[src/rtl/mem_bus_pkg.sv]
// mem_bus_pkg: shared types and constants for the memory bus master.
//   state_t  : request FSM encoding (IDLE, ACCESS, WAIT, RESP)
//   TXN_W    : width of the completed-transaction counter
//   LAT_W    : width of the read-latency down-counter (covers READ_LAT 1..7)
package mem_bus_pkg;

  localparam int TXN_W = 16;
  localparam int LAT_W = 3;

  typedef enum logic [1:0] {
    IDLE   = 2'd0,
    ACCESS = 2'd1,
    WAIT   = 2'd2,
    RESP   = 2'd3
  } state_t;

  // Aligned means a word address: the two low byte-offset bits are clear.
  function automatic logic is_aligned(input logic [1:0] lsb);
    return lsb == 2'b00;
  endfunction

endpackage

[src/rtl/mem_lat_counter.sv]
// mem_lat_counter: 3-bit down-counter used to time the read latency.
//   clk, rst  : clock, synchronous active-high reset (clears count)
//   load      : load load_val (has priority over dec)
//   load_val  : value to load
//   dec       : decrement by one; holds at zero
//   zero      : count is zero
module mem_lat_counter
  import mem_bus_pkg::*;
(
  input  logic             clk,
  input  logic             rst,
  input  logic             load,
  input  logic [LAT_W-1:0] load_val,
  input  logic             dec,
  output logic             zero
);

  logic [LAT_W-1:0] cnt_q;

  always_ff @(posedge clk) begin
    if (rst)
      cnt_q <= '0;
    else if (load)
      cnt_q <= load_val;
    else if (dec && (cnt_q != '0))
      cnt_q <= cnt_q - 1'b1;
  end

  assign zero = (cnt_q == '0);

endmodule

[src/rtl/mem_bus_master.sv]
// mem_bus_master: single-outstanding request master toward Memory_Management.
// Accepts one load/store in IDLE, issues it for one ACCESS cycle (plus
// READ_LAT-1 WAIT cycles for loads), then holds the response in RESP until
// the consumer takes it. Misaligned requests skip the memory and respond with
// an error.
//   Parameters : DATA_W  data/address width
//                READ_LAT memory read latency in cycles, 1..7
//   Request    : req_valid/req_ready handshake, req_write, req_addr, req_wdata
//   Response   : rsp_valid/rsp_ready handshake, rsp_rdata, rsp_err
//   Memory     : mem_address, mem_wdata, mem_wboolean (write strobe), mem_rdata
//   Status     : txn_count, completed response handshakes (wraps)
module mem_bus_master
  import mem_bus_pkg::*;
#(
  parameter int DATA_W   = 32,
  parameter int READ_LAT = 1
) (
  input  logic              clk,
  input  logic              rst,
  input  logic              req_valid,
  output logic              req_ready,
  input  logic              req_write,
  input  logic [DATA_W-1:0] req_addr,
  input  logic [DATA_W-1:0] req_wdata,
  output logic              rsp_valid,
  input  logic              rsp_ready,
  output logic [DATA_W-1:0] rsp_rdata,
  output logic              rsp_err,
  output logic [DATA_W-1:0] mem_address,
  output logic [DATA_W-1:0] mem_wdata,
  output logic              mem_wboolean,
  input  logic [DATA_W-1:0] mem_rdata,
  output logic [15:0]       txn_count
);

  // Counter preload: ACCESS already accounts for one latency cycle.
  localparam logic [LAT_W-1:0] LAT_INIT = LAT_W'(READ_LAT - 1);

  state_t            state_q, state_d;
  logic              wr_q;
  logic [TXN_W-1:0]  txn_q;
  logic              accept;
  logic              aligned;
  logic              lat_load;
  logic              lat_dec;
  logic              lat_zero;
  logic              mem_done;
  logic              rsp_hs;

  assign req_ready = (state_q == IDLE);
  assign rsp_valid = (state_q == RESP);
  assign accept    = req_ready && req_valid;
  assign aligned   = is_aligned(req_addr[1:0]);
  assign rsp_hs    = rsp_valid && rsp_ready;
  assign txn_count = txn_q;

  mem_lat_counter u_lat (
    .clk      (clk),
    .rst      (rst),
    .load     (lat_load),
    .load_val (LAT_INIT),
    .dec      (lat_dec),
    .zero     (lat_zero)
  );

  // State register
  always_ff @(posedge clk) begin
    if (rst)
      state_q <= IDLE;
    else
      state_q <= state_d;
  end

  // Next state and latency-counter control
  always_comb begin
    state_d  = state_q;
    lat_load = 1'b0;
    lat_dec  = 1'b0;
    mem_done = 1'b0;
    case (state_q)
      IDLE: begin
        if (req_valid) begin
          lat_load = 1'b1;
          state_d  = aligned ? ACCESS : RESP;
        end
      end
      ACCESS: begin
        // Stores complete in one cycle; loads with READ_LAT=1 sample here.
        if (wr_q || lat_zero) begin
          mem_done = 1'b1;
          state_d  = RESP;
        end else begin
          lat_dec = 1'b1;
          state_d = WAIT;
        end
      end
      WAIT: begin
        if (lat_zero) begin
          mem_done = 1'b1;
          state_d  = RESP;
        end else begin
          lat_dec = 1'b1;
        end
      end
      RESP: begin
        if (rsp_ready)
          state_d = IDLE;
      end
      default: state_d = IDLE;
    endcase
  end

  // Datapath: request capture, memory drive, response registers, counter.
  // The memory address/data registers only load on an aligned acceptance,
  // so they keep their last values everywhere outside ACCESS/WAIT.
  always_ff @(posedge clk) begin
    if (rst) begin
      wr_q         <= 1'b0;
      mem_address  <= '0;
      mem_wdata    <= '0;
      mem_wboolean <= 1'b0;
      rsp_rdata    <= '0;
      rsp_err      <= 1'b0;
      txn_q        <= '0;
    end else begin
      mem_wboolean <= 1'b0;
      if (accept) begin
        wr_q <= req_write;
        if (aligned) begin
          mem_address  <= req_addr;
          mem_wdata    <= req_wdata;
          mem_wboolean <= req_write;
        end else begin
          rsp_err   <= 1'b1;
          rsp_rdata <= '0;
        end
      end
      if (mem_done) begin
        rsp_err   <= 1'b0;
        rsp_rdata <= wr_q ? '0 : mem_rdata;
      end
      if (rsp_hs)
        txn_q <= txn_q + 1'b1;
    end
  end

endmodule
[config.mk]
export PLATFORM = sky130hd
export DESIGN_NAME = mem_bus_master
export DESIGN_NICKNAME = d
export VERILOG_FILES = /design/src/rtl/mem_bus_pkg.sv /design/src/rtl/mem_lat_counter.sv /design/src/rtl/mem_bus_master.sv
export SDC_FILE = /design/constraint.sdc
export NUM_CORES = 1
export LEC_CHECK = 0
export ABC_AREA = 1
export BUFFER_PORTS_ARGS = -buffer_cell sky130_fd_sc_hd__buf_4
export CORE_MARGIN = 5
export CORE_UTILIZATION = 25
export CTS_CLUSTER_DIAMETER = 40
export DETAILED_ROUTE_END_ITERATION = 6
export PLACE_DENSITY_LB_ADDON = 0.12
export SLEW_MARGIN = 30
export SYNTH_ARGS = -nofsm -noshare
export SYNTH_HDL_FRONTEND = slang
export SYNTH_SLANG_ARGS = --single-unit
[constraint.sdc]
create_clock -name clk -period 1.7 [get_ports clk]
set_input_delay 0.17 -clock clk [delete_from_list [all_inputs] [get_ports clk]]
set_output_delay 0.17 -clock clk [all_outputs]
set_load 0.1 [all_outputs]
==> results of run 1 <==
layer usage:
layer  global-route usage, %  wire (um)  vias up
met5                       0          0        -
met4                   4.289        281        0
met1                   15.65       7114     2288
met3                   4.443        929       18
met2                   23.71       8509      122
li1                        -          -     2613
Yosys cell counts (all sizes together), types with 2 or more instances:
cell type    n  area [um^2]
nor2       159        635.6
nand2       86        379.1
a21oi       46        260.3
ha           8        100.1
dfxtp      120         2402
o21ai       72        360.4
nand3b      32        240.2
clkbuf      16        61.30
inv         33        126.4
nand4        2        12.51
nor3         2        15.01
nand3       45        390.4
buf         24        188.9
power groups by stage:
stage	combinational, W	clock (W)	sequential (W)
2_1_floorplan	0.00239	0	0.00603
3_3_place_gp	0.00624	0	0.00350
3_5_place_dp	0.00621	0	0.00349
4_1_cts	0.00629	0.00382	0.00344
5_1_grt	0.00658	0.00394	0.00349
6_report	0.00622	0.00370	0.00344
timing repair:
item,in CTS,in global routing
hold buffers,36,2
endpoints found under the hold margin,35,1
setup buffers,0,0
gates resized for setup,0,2
endpoints found under the setup margin,0,1
per-stage QoR:
step                      area, um^2  power (W)  std cells  utilization, %
final                           8099    0.01336       1181           39.77
after global routing            8099    0.01401       1181           39.77
after CTS                       8089    0.01355       1180           39.72
after detailed placement        7124   0.009709       1112           34.98
after global placement          7124   0.009737       1112           34.98
after floorplan                 5253   0.008421        651               -
worst max path at each step:
stage,start,end,slack (ns),cells past startpoint
2_1_floorplan,state_q[0]$_SDFFE_PP0P_,rsp_rdata[21]$_SDFFE_PP0P_,-0.01,8
3_5_place_dp,u_lat.cnt_q[0]$_SDFFE_PP0P_,rsp_rdata[30]$_SDFFE_PP0P_,0.19,9
6_report,state_q[0]$_SDFFE_PP0P_,rsp_valid,0.17,3
5_1_grt,state_q[0]$_SDFFE_PP0P_,txn_count[12]$_SDFFE_PP0P_,0.02,10
3_3_place_gp,u_lat.cnt_q[0]$_SDFFE_PP0P_,rsp_rdata[30]$_SDFFE_PP0P_,0.22,9
4_1_cts,state_q[1]$_SDFFE_PP0P_,mem_wboolean$_SDFF_PP0_,0.05,7
flip-flops by register name (all words and copies together), names as in the netlist:
| register | count |
|---|---|
| mem_address | 32 |
| mem_wboolean | 1 |
| mem_wdata | 32 |
| rsp_err | 1 |
| rsp_rdata | 32 |
| state_q | 2 |
| txn_count | 16 |
| u_lat.cnt_q | 3 |
| wr_q | 1 |
area by class of cell:
type,instances,area [um^2]
fillers,2166,12270
multi-input cells,457,2454
flip-flops and latches,120,2419
repair buffers,268,2155
clock buffers,18,429.2
well taps,270,337.8
clock inverters,14,175.2
inverters,34,130.1
cells by family (layout without fill, tap and decap cells):
logic type	Yosys count	in the layout	synth area share (%)
buffers and inverters	74	334	7.299
flip-flops	120	120	46.10
AO/OA/AOI/OAI	121	121	12.32
adder cells (fa/ha/maj)	8	8	1.921
AND/OR/NAND/NOR	328	328	32.36
tightest hold or removal path: stages:
cell,delay (ns)
buf_4,0.07
o21ai_0,0.07
nor2_1,0.08
==> results.yml, run 1 <==
clocking:
  cts.sinks: 120
  clock_tree.root_cell: "clkbuf_16"
  clkTransAtPathRegs_ns: 0.06
  cts_buffers: 17
  clk_latency_ns: 0.41
  cts_max_level: 4
  clockBufferDepth: 2
  cts_tree: "done"
place:
  hpwl_um: 11850
  place_congestion: 0.7474
  post-place-ws_ns: 0.1865
  port_buffers: 216
global_routing:
  grt_pass1_vias: 4925
  grt_max_degree: 65
  grt_first_pass_wirelength_um: 26020
  grt_overflow: 0
  antenna_found_initial: 0
  gr-usage-all-layers_pct: 13.54
logic_synthesis:
  yosys_register_bits: 120
  avgSynthCellArea_um2: 8.005
  syn-num-nets: 760
  yosysSeqAreaShare_pct: 46.10
  synth_ff_type: "dfxtp_1"
  synth_cell_types: 35
  async_flop_share_pct: 0
  synth.cell_area_mm2: 0.005211
  synth_edf_count: 0
  ys_warn_count: 0
  syn-instance-count: 651
hold_path:
  hold_path.class: "in2reg"
  min_to: "mem_wdata[23]$_SDFFE_PP0P_"
  hold_depth: 3
  min-delay-start: "req_wdata[23]"
floorplanning:
  num_io_pins: 217
  die_w_um: 154.4
  dieArea_mm2: 0.02383
  initial_utilization_pct: 25.59
  die_height_um: 154.4
  core_mm2: 0.02036
  row_count: 52
setup_path:
  crit_fanout: 4
  crit_path_frequent_cell: "buf_4"
  critical-path-top-delay-family: "buffers and inverters"
  cp.arrival_ns: 1.36
  critPathBufInv: 2
  cp_slowest_cell: "dfxtp_1"
  r2r_start: "u_lat.cnt_q[0]$_SDFFE_PP0P_"
  crit_path_cell_trace: "buf_4 > ha_4 > buf_4"
  max_stage_delay_ns: 0.34
  worstSetupStartpointType: "register"
  critPathCaptureType: "output port"
  r2r-end: "rsp_rdata[30]$_SDFFE_PP0P_"
  reg2reg_slack_ns: 0.19
  required_ns: 1.53
  critPathKind: "reg2out"
  r2r_cells: 9
layout:
  final_cell_mix: "buf_4, nor2_1, dfxtp_1, nand2_1, o21ai_0"
  area_delta_synth_final_pct: 55.41
  layout_commonest_cell: "buf_4"
  diodes: 0
  drive_gt1_share_pct: 38.20
  layout.nets: 1007
flow_run:
  cap_viol_max_count: 0
power_and_ir_drop:
  p_int_w: 0.007065
  pwr-share-comb_pct: 46.6
  power_frac_seq_pct: 25.7
  max-vdd-ir-drop_mv: 0.8223
  swShare_pct: 47.13
  total_leakage_power_nw: 3.506
  powerDensity_mw_per_mm2: 1650
  pwr-share-clk_pct: 27.7
  switching_power_w: 0.006298
timing:
  fin_crit_sh_pct: 89.72
  fmax_ghz: 0.6557
  period_minus_slack_ns: 1.525
  worst_slack_ns: 0.1748
  rsz0062_at_grt: "no"
  finalHoldViolCount: 0
  whs_ns: 0.01460
  worst_pin_slew_ns: 0.4727
  slew_headroom_pct: 68.49
  fin_tns_setup_ns: 0
  report.final.slew_viol_count: 0
  final.setup_skew_ns: 0.008798
  finalSetupViolations: 0
routing:
  viasPerCell: 4.268
  vias: 5041
  drcViolationCount: 0
  drtIter0Drc: 156
  postRouteAntennaNets: 0
  wirelength_um: 16830
  dr.pass1.iters: 4
  wl_per_cell_um: 14.25
run_status:
  outcome: "finished, final reports clean"
(Power assumes the default switching activity.)
==> run 2: changes to the inputs <==
Settings changed: CORE_UTILIZATION 25 to 45.
==> results.yml, run 2 (synthesis gave the netlist of run 1 again) <==
run_status:
  outcome: "finished, final reports clean"
setup_path:
  critPathKind: "reg2reg"
  worstSetupStartpointType: "register"
  cp_slowest_cell: "dfxtp_1"
  r2r_start: "state_q[1]$_SDFFE_PP0P_"
  crit_start: "state_q[1]$_SDFFE_PP0P_"
  reg2reg_slack_ns: 0.12
  crit_fanout: 15
  worstSetupPathDepth: 7
  critPathBufInv: 2
  max_stage_delay_ns: 0.34
  required_ns: 2.04
  cp.arrival_ns: 1.92
  critical-path-top-delay-family: "simple AND/OR/NAND/NOR gates"
  crit_path_frequent_cell: "buf_4"
  r2r-end: "rsp_rdata[18]$_SDFFE_PP0P_"
  cp-endpoint: "rsp_rdata[18]$_SDFFE_PP0P_"
  critPathCaptureType: "register"
  crit_path_cell_trace: "buf_4 > ha_1 > nand3_1 > nand2_8 > buf_4 > nand3b_1 > a21oi_1"
  r2r_cells: 7
power_and_ir_drop:
  swShare_pct: 46.90
  pwr-share-clk_pct: 26.5
  power_frac_seq_pct: 26.1
  max-vdd-ir-drop_mv: 1.383
  pwr-share-comb_pct: 47.4
  powerDensity_mw_per_mm2: 1709
  total_leakage_power_nw: 3.422
  p_int_w: 0.007024
  switching_power_w: 0.006204
layout:
  reg_top3: "mem_address: 32 flops, mem_wdata: 32 flops, rsp_rdata: 32 flops"
  diodes: 0
  drive_gt1_share_pct: 38.88
  final_cell_mix: "buf_4, nor2_1, dfxtp_1, nand2_1, o21ai_0"
  layout_commonest_cell: "buf_4"
  stdcell_count: 1033
  layout.nets: 987
  area_delta_synth_final_pct: 48.55
routing:
  vias: 5145
  wirelength_um: 15410
  drcViolationCount: 0
  drtIter0Drc: 370
  viasPerCell: 4.981
  dr.pass1.iters: 6
  wl_per_cell_um: 14.91
  postRouteAntennaNets: 0
place:
  place_congestion: 0.8556
  hpwl_um: 10940
  place_inst: 984
  port_buffers: 216
timing:
  fin_tns_setup_ns: 0
  fmax_ghz: 0.6332
  final.setup_skew_ns: 0.006599
  finalHoldViolCount: 0
  finalSetupViolations: 0
  fin_crit_sh_pct: 92.89
  report.final.slew_viol_count: 0
  slew_headroom_pct: 72.43
  period_minus_slack_ns: 1.579
  worst_pin_slew_ns: 0.4135
floorplanning:
  die_height_um: 117.6
  row_count: 39
  die_w_um: 117.6
  num_io_pins: 217
  core_mm2: 0.01137
  initial_utilization_pct: 45.83
  dieArea_mm2: 0.01383
global_routing:
  grt_max_degree: 80
  grt_overflow: 0
  grt.met1_usage_pct: 24.18
  grt_pass1_vias: 5115
  antenna_found_initial: 0
  use_met2_pct: 36.63
  grt_first_pass_wirelength_um: 24500
  gr-usage-all-layers_pct: 21.30
  grt_busiest_layer: "met2"
  met3_usage_pct: 8.650
clocking:
  clkTransAtPathRegs_ns: 0.05
  cts_tree: "done"
  clock_tree.root_cell: "clkbuf_16"
  cts.sinks: 120
  clockBufferDepth: 2
  clk_latency_ns: 0.41
  cts_max_level: 4
  cts_buffers: 17
hold_path:
  hold_path.class: "in2reg"
flow_run:
  cap_viol_max_count: 0
[run 2: cell count changes in the layout (fill, tap and decap cells not counted), sizes merged]
cell and change:
dlygate4sd3 -20, clkbuf +5, clkinvlp -2, inv -2, nand2 +1, bufinv -1
buf -1, clkinv -1
[run 2: metal layers]
metal | up-vias | share of wire (%)
li1 | 2577 | -
met1 | 2398 | 40
met2 | 146 | 51
met3 | 24 | 7.1
met4 | 0 | 2.2
met5 | - | 0
[run 2: worst min-delay path by stage]
stage                        startpoint                           end  cells after the start
after floorplan             req_addr[0]       mem_wboolean$_SDFF_PP0_                      1
after global placement      req_addr[0]       mem_wboolean$_SDFF_PP0_                      2
after detailed placement    req_addr[0]       mem_wboolean$_SDFF_PP0_                      2
after CTS                   req_addr[7]   mem_address[7]$_SDFFE_PP0P_                      3
after global routing       req_addr[14]  mem_address[14]$_SDFFE_PP0P_                      3
final                     req_wdata[17]    mem_wdata[17]$_SDFFE_PP0P_                      3
[run 2: final cells by class]
cell class                      instances  area (um^2)
Sequential cell                       120         2419
Fill cell                             944         3628
Clock inverter                          8        96.34
Clock buffer                           23        478.0
Multi-Input combinational cell        458         2489
Tap cell                              143        178.9
Timing Repair Buffer                  247         1951
Inverter                               34        130.1
[run 2: what timing repair did]
action,in CTS,in global routing
hold buffers,17,0
gates resized for setup,0,6
endpoints found under the hold margin,16,0
setup endpoints to repair,0,90
buffers inserted,0,0
[run 2: worst register-to-register path, delay by kind of cell (launching register included)]
family	cells	cell delay, ns
compound gates	1	0.15
fa+ha+maj	1	0.17
simple gates	3	0.50
buf+inv	2	0.36
flops	1	0.34
[run 2: power by group through the flow]
| stage | Clock, W | Combinational, W | Sequential (W) |
|---|---|---|---|
| finish | 0.00351 | 0.00626 | 0.00345 |
| global route | 0.00369 | 0.00659 | 0.00350 |
| CTS | 0.00354 | 0.00614 | 0.00345 |
| detailed placement | 0 | 0.00610 | 0.00351 |
| global placement | 0 | 0.00602 | 0.00349 |
| floorplan | 0 | 0.00239 | 0.00603 |
[run 2: per-stage QoR]
step / area (um^2) / hold slack, ns / power (W) / utilization [%] / worst slack (ns)
floorplan: 5253 / 0.2469 / 0.008421 / - / -0.01362
global placement: 6958 / 0.3537 / 0.009504 / 61.20 / 0.1397
detailed placement: 6958 / 0.3578 / 0.009602 / 61.20 / 0.04238
CTS: 7702 / 0.0001766 / 0.01314 / 67.75 / 0.01041
global route: 7741 / 0.001463 / 0.01378 / 68.09 / -0.003672
finish: 7741 / 0.002177 / 0.01323 / 68.09 / 0.1208
==> run 3: changes to the inputs <==
Settings changed: CORE_UTILIZATION 45 to 48, CTS_CLUSTER_DIAMETER 40 to default.
==> results.yml, run 3 (synthesis gave the netlist of run 1 again) <==
clocking:
  cts_max_level: 4
  cts.sinks: 120
  clockBufferDepth: 2
  clk_latency_ns: 0.52
  clkTransAtPathRegs_ns: 0.05
  cts_buffers: 17
  cts_tree: "done"
  clock_tree.root_cell: "clkbuf_8"
  cts_setup_buffers: 0
setup_path:
  crit_fanout: 4
  worstSetupStartpointType: "register"
  critPathCaptureType: "output port"
  reg2reg_slack_ns: 0.13
  cp.arrival_ns: 1.47
  required_ns: 1.53
  critPathKind: "reg2out"
  r2r_cells: 7
  crit_path_cell_trace: "buf_4 > ha_4 > buf_4"
  r2r_start: "state_q[0]$_SDFFE_PP0P_"
  max_stage_delay_ns: 0.34
  crit_start: "state_q[0]$_SDFFE_PP0P_"
  crit_path_frequent_cell: "buf_4"
  r2r-end: "mem_wboolean$_SDFF_PP0_"
  cp_slowest_cell: "dfxtp_1"
  cp-endpoint: "rsp_valid"
run_status:
  outcome: "finished, final reports clean"
routing:
  drtIter0Drc: 432
  wl_per_cell_um: 15.70
  dr.pass1.iters: 5
  wirelength_um: 17230
  drcViolationCount: 0
  postRouteAntennaNets: 0
  vias: 5596
  viasPerCell: 5.101
flow_run:
  cap_viol_max_count: 0
global_routing:
  grt_first_pass_wirelength_um: 27080
  grt_max_degree: 80
  grt_pass1_vias: 5647
  grt_overflow: 0
  gr-usage-all-layers_pct: 26.00
  antenna_found_initial: 0
power_and_ir_drop:
  powerDensity_mw_per_mm2: 1582
  max-vdd-ir-drop_mv: 1.336
  finalPower_w: 0.01333
  total_leakage_power_nw: 3.710
layout:
  finalCoreUtilization_pct: 78.40
  final_cell_mix: "buf_4, nor2_1, dfxtp_1, dlygate4sd3_1, nand2_1"
  layout.nets: 1054
  reg_top3: "mem_address: 32 flops, mem_wdata: 32 flops, rsp_rdata: 32 flops"
  area_delta_synth_final_pct: 61.66
  drive_gt1_share_pct: 35.67
  layout_commonest_cell: "buf_4"
place:
  place_congestion: 0.8231
  hpwl_um: 10330
  post-place-ws_ns: 0.1955
  port_buffers: 216
floorplanning:
  num_io_pins: 217
  die_height_um: 114.2
  initial_utilization_pct: 48.50
  dieArea_mm2: 0.01304
  die_w_um: 114.2
  row_count: 38
  core_mm2: 0.01075
timing:
  worst_pin_slew_ns: 0.3726
  report.final.slew_viol_count: 0
  period_minus_slack_ns: 1.636
  rsz0062_at_grt: "no"
  finalSetupViolations: 0
  slew_headroom_pct: 75.16
  worst_slack_ns: 0.06417
  final.setup_skew_ns: 0.006000
  fin_tns_setup_ns: 0
  fin_crit_sh_pct: 96.23
  finalHoldViolCount: 0
  fmax_ghz: 0.6113
hold_path:
  hold_depth: 4
  hold_path.class: "in2reg"
-- run 3: cell count changes in the layout (fill, tap and decap cells not counted), sizes merged --
cell,change
buf,-3
bufinv,+1
clkbuf,-1
clkinv,-1
diode,+1
dlygate4sd3,+71
nand2,-1
-- run 3: worst min path at each step --
stage	start	to	slack [ns]
6_report	mem_rdata[30]	rsp_rdata[30]$_SDFFE_PP0P_	0.02
3_5_place_dp	req_addr[0]	mem_wboolean$_SDFF_PP0_	0.36
5_1_grt	mem_rdata[24]	rsp_rdata[24]$_SDFFE_PP0P_	0.02
2_1_floorplan	req_addr[0]	mem_wboolean$_SDFF_PP0_	0.25
3_3_place_gp	req_addr[0]	mem_wboolean$_SDFF_PP0_	0.35
4_1_cts	mem_rdata[14]	rsp_rdata[14]$_SDFFE_PP0P_	0.001
-- run 3: critical path: cells and delay by family (launching register included) --
kind | cells | cell delay [ns]
flops | 1 | 0.34
fa+ha+maj | 1 | 0.16
buf+inv | 2 | 0.44
-- run 3: cell type report --
type,instances,area [um^2]
repair buffers,315,2660
multi-input cells,457,2454
flip-flops and latches,120,2419
fillers,716,2321
clock buffers,22,462.9
well taps,140,175.2
inverters,34,130.1
clock inverters,8,121.4
diodes,1,2.502
-- run 3: report_power, final --
| group | switching [W] | internal, W | leakage, nW |
|---|---|---|---|
| Sequential | 0.000265 | 0.00321 | 0.981 |
| Combinational | 0.00466 | 0.00165 | 2.44 |
| Clock | 0.00122 | 0.00233 | 0.287 |
-- run 3: metrics by stage --
stage	instances	instance area (um^2)	hold WS [ns]
2_1_floorplan	651	5253	0.2469
3_3_place_gp	978	6957	0.3510
5_1_grt	1096	8422	0.02094
6_report	1097	8424	0.02205
4_1_cts	1096	8422	0.001037
3_5_place_dp	978	6957	0.3637
-- run 3: layer usage --
metal | wire length, um | track usage [%] | vias to the layer above | part of all wire, %
li1 | - | - | 2710 | -
met1 | 6495 | 27.68 | 2606 | 38
met2 | 8910 | 46.17 | 211 | 52
met3 | 1026 | 7.347 | 69 | 6.0
met4 | 795 | 14.25 | 0 | 4.6
met5 | 0 | 0 | - | 0
-- run 3: timing repair --
action,CTS,global route
gates resized for setup,0,2
hold endpoints to repair,89,0
endpoints found under the setup margin,0,1
hold buffers,88,0
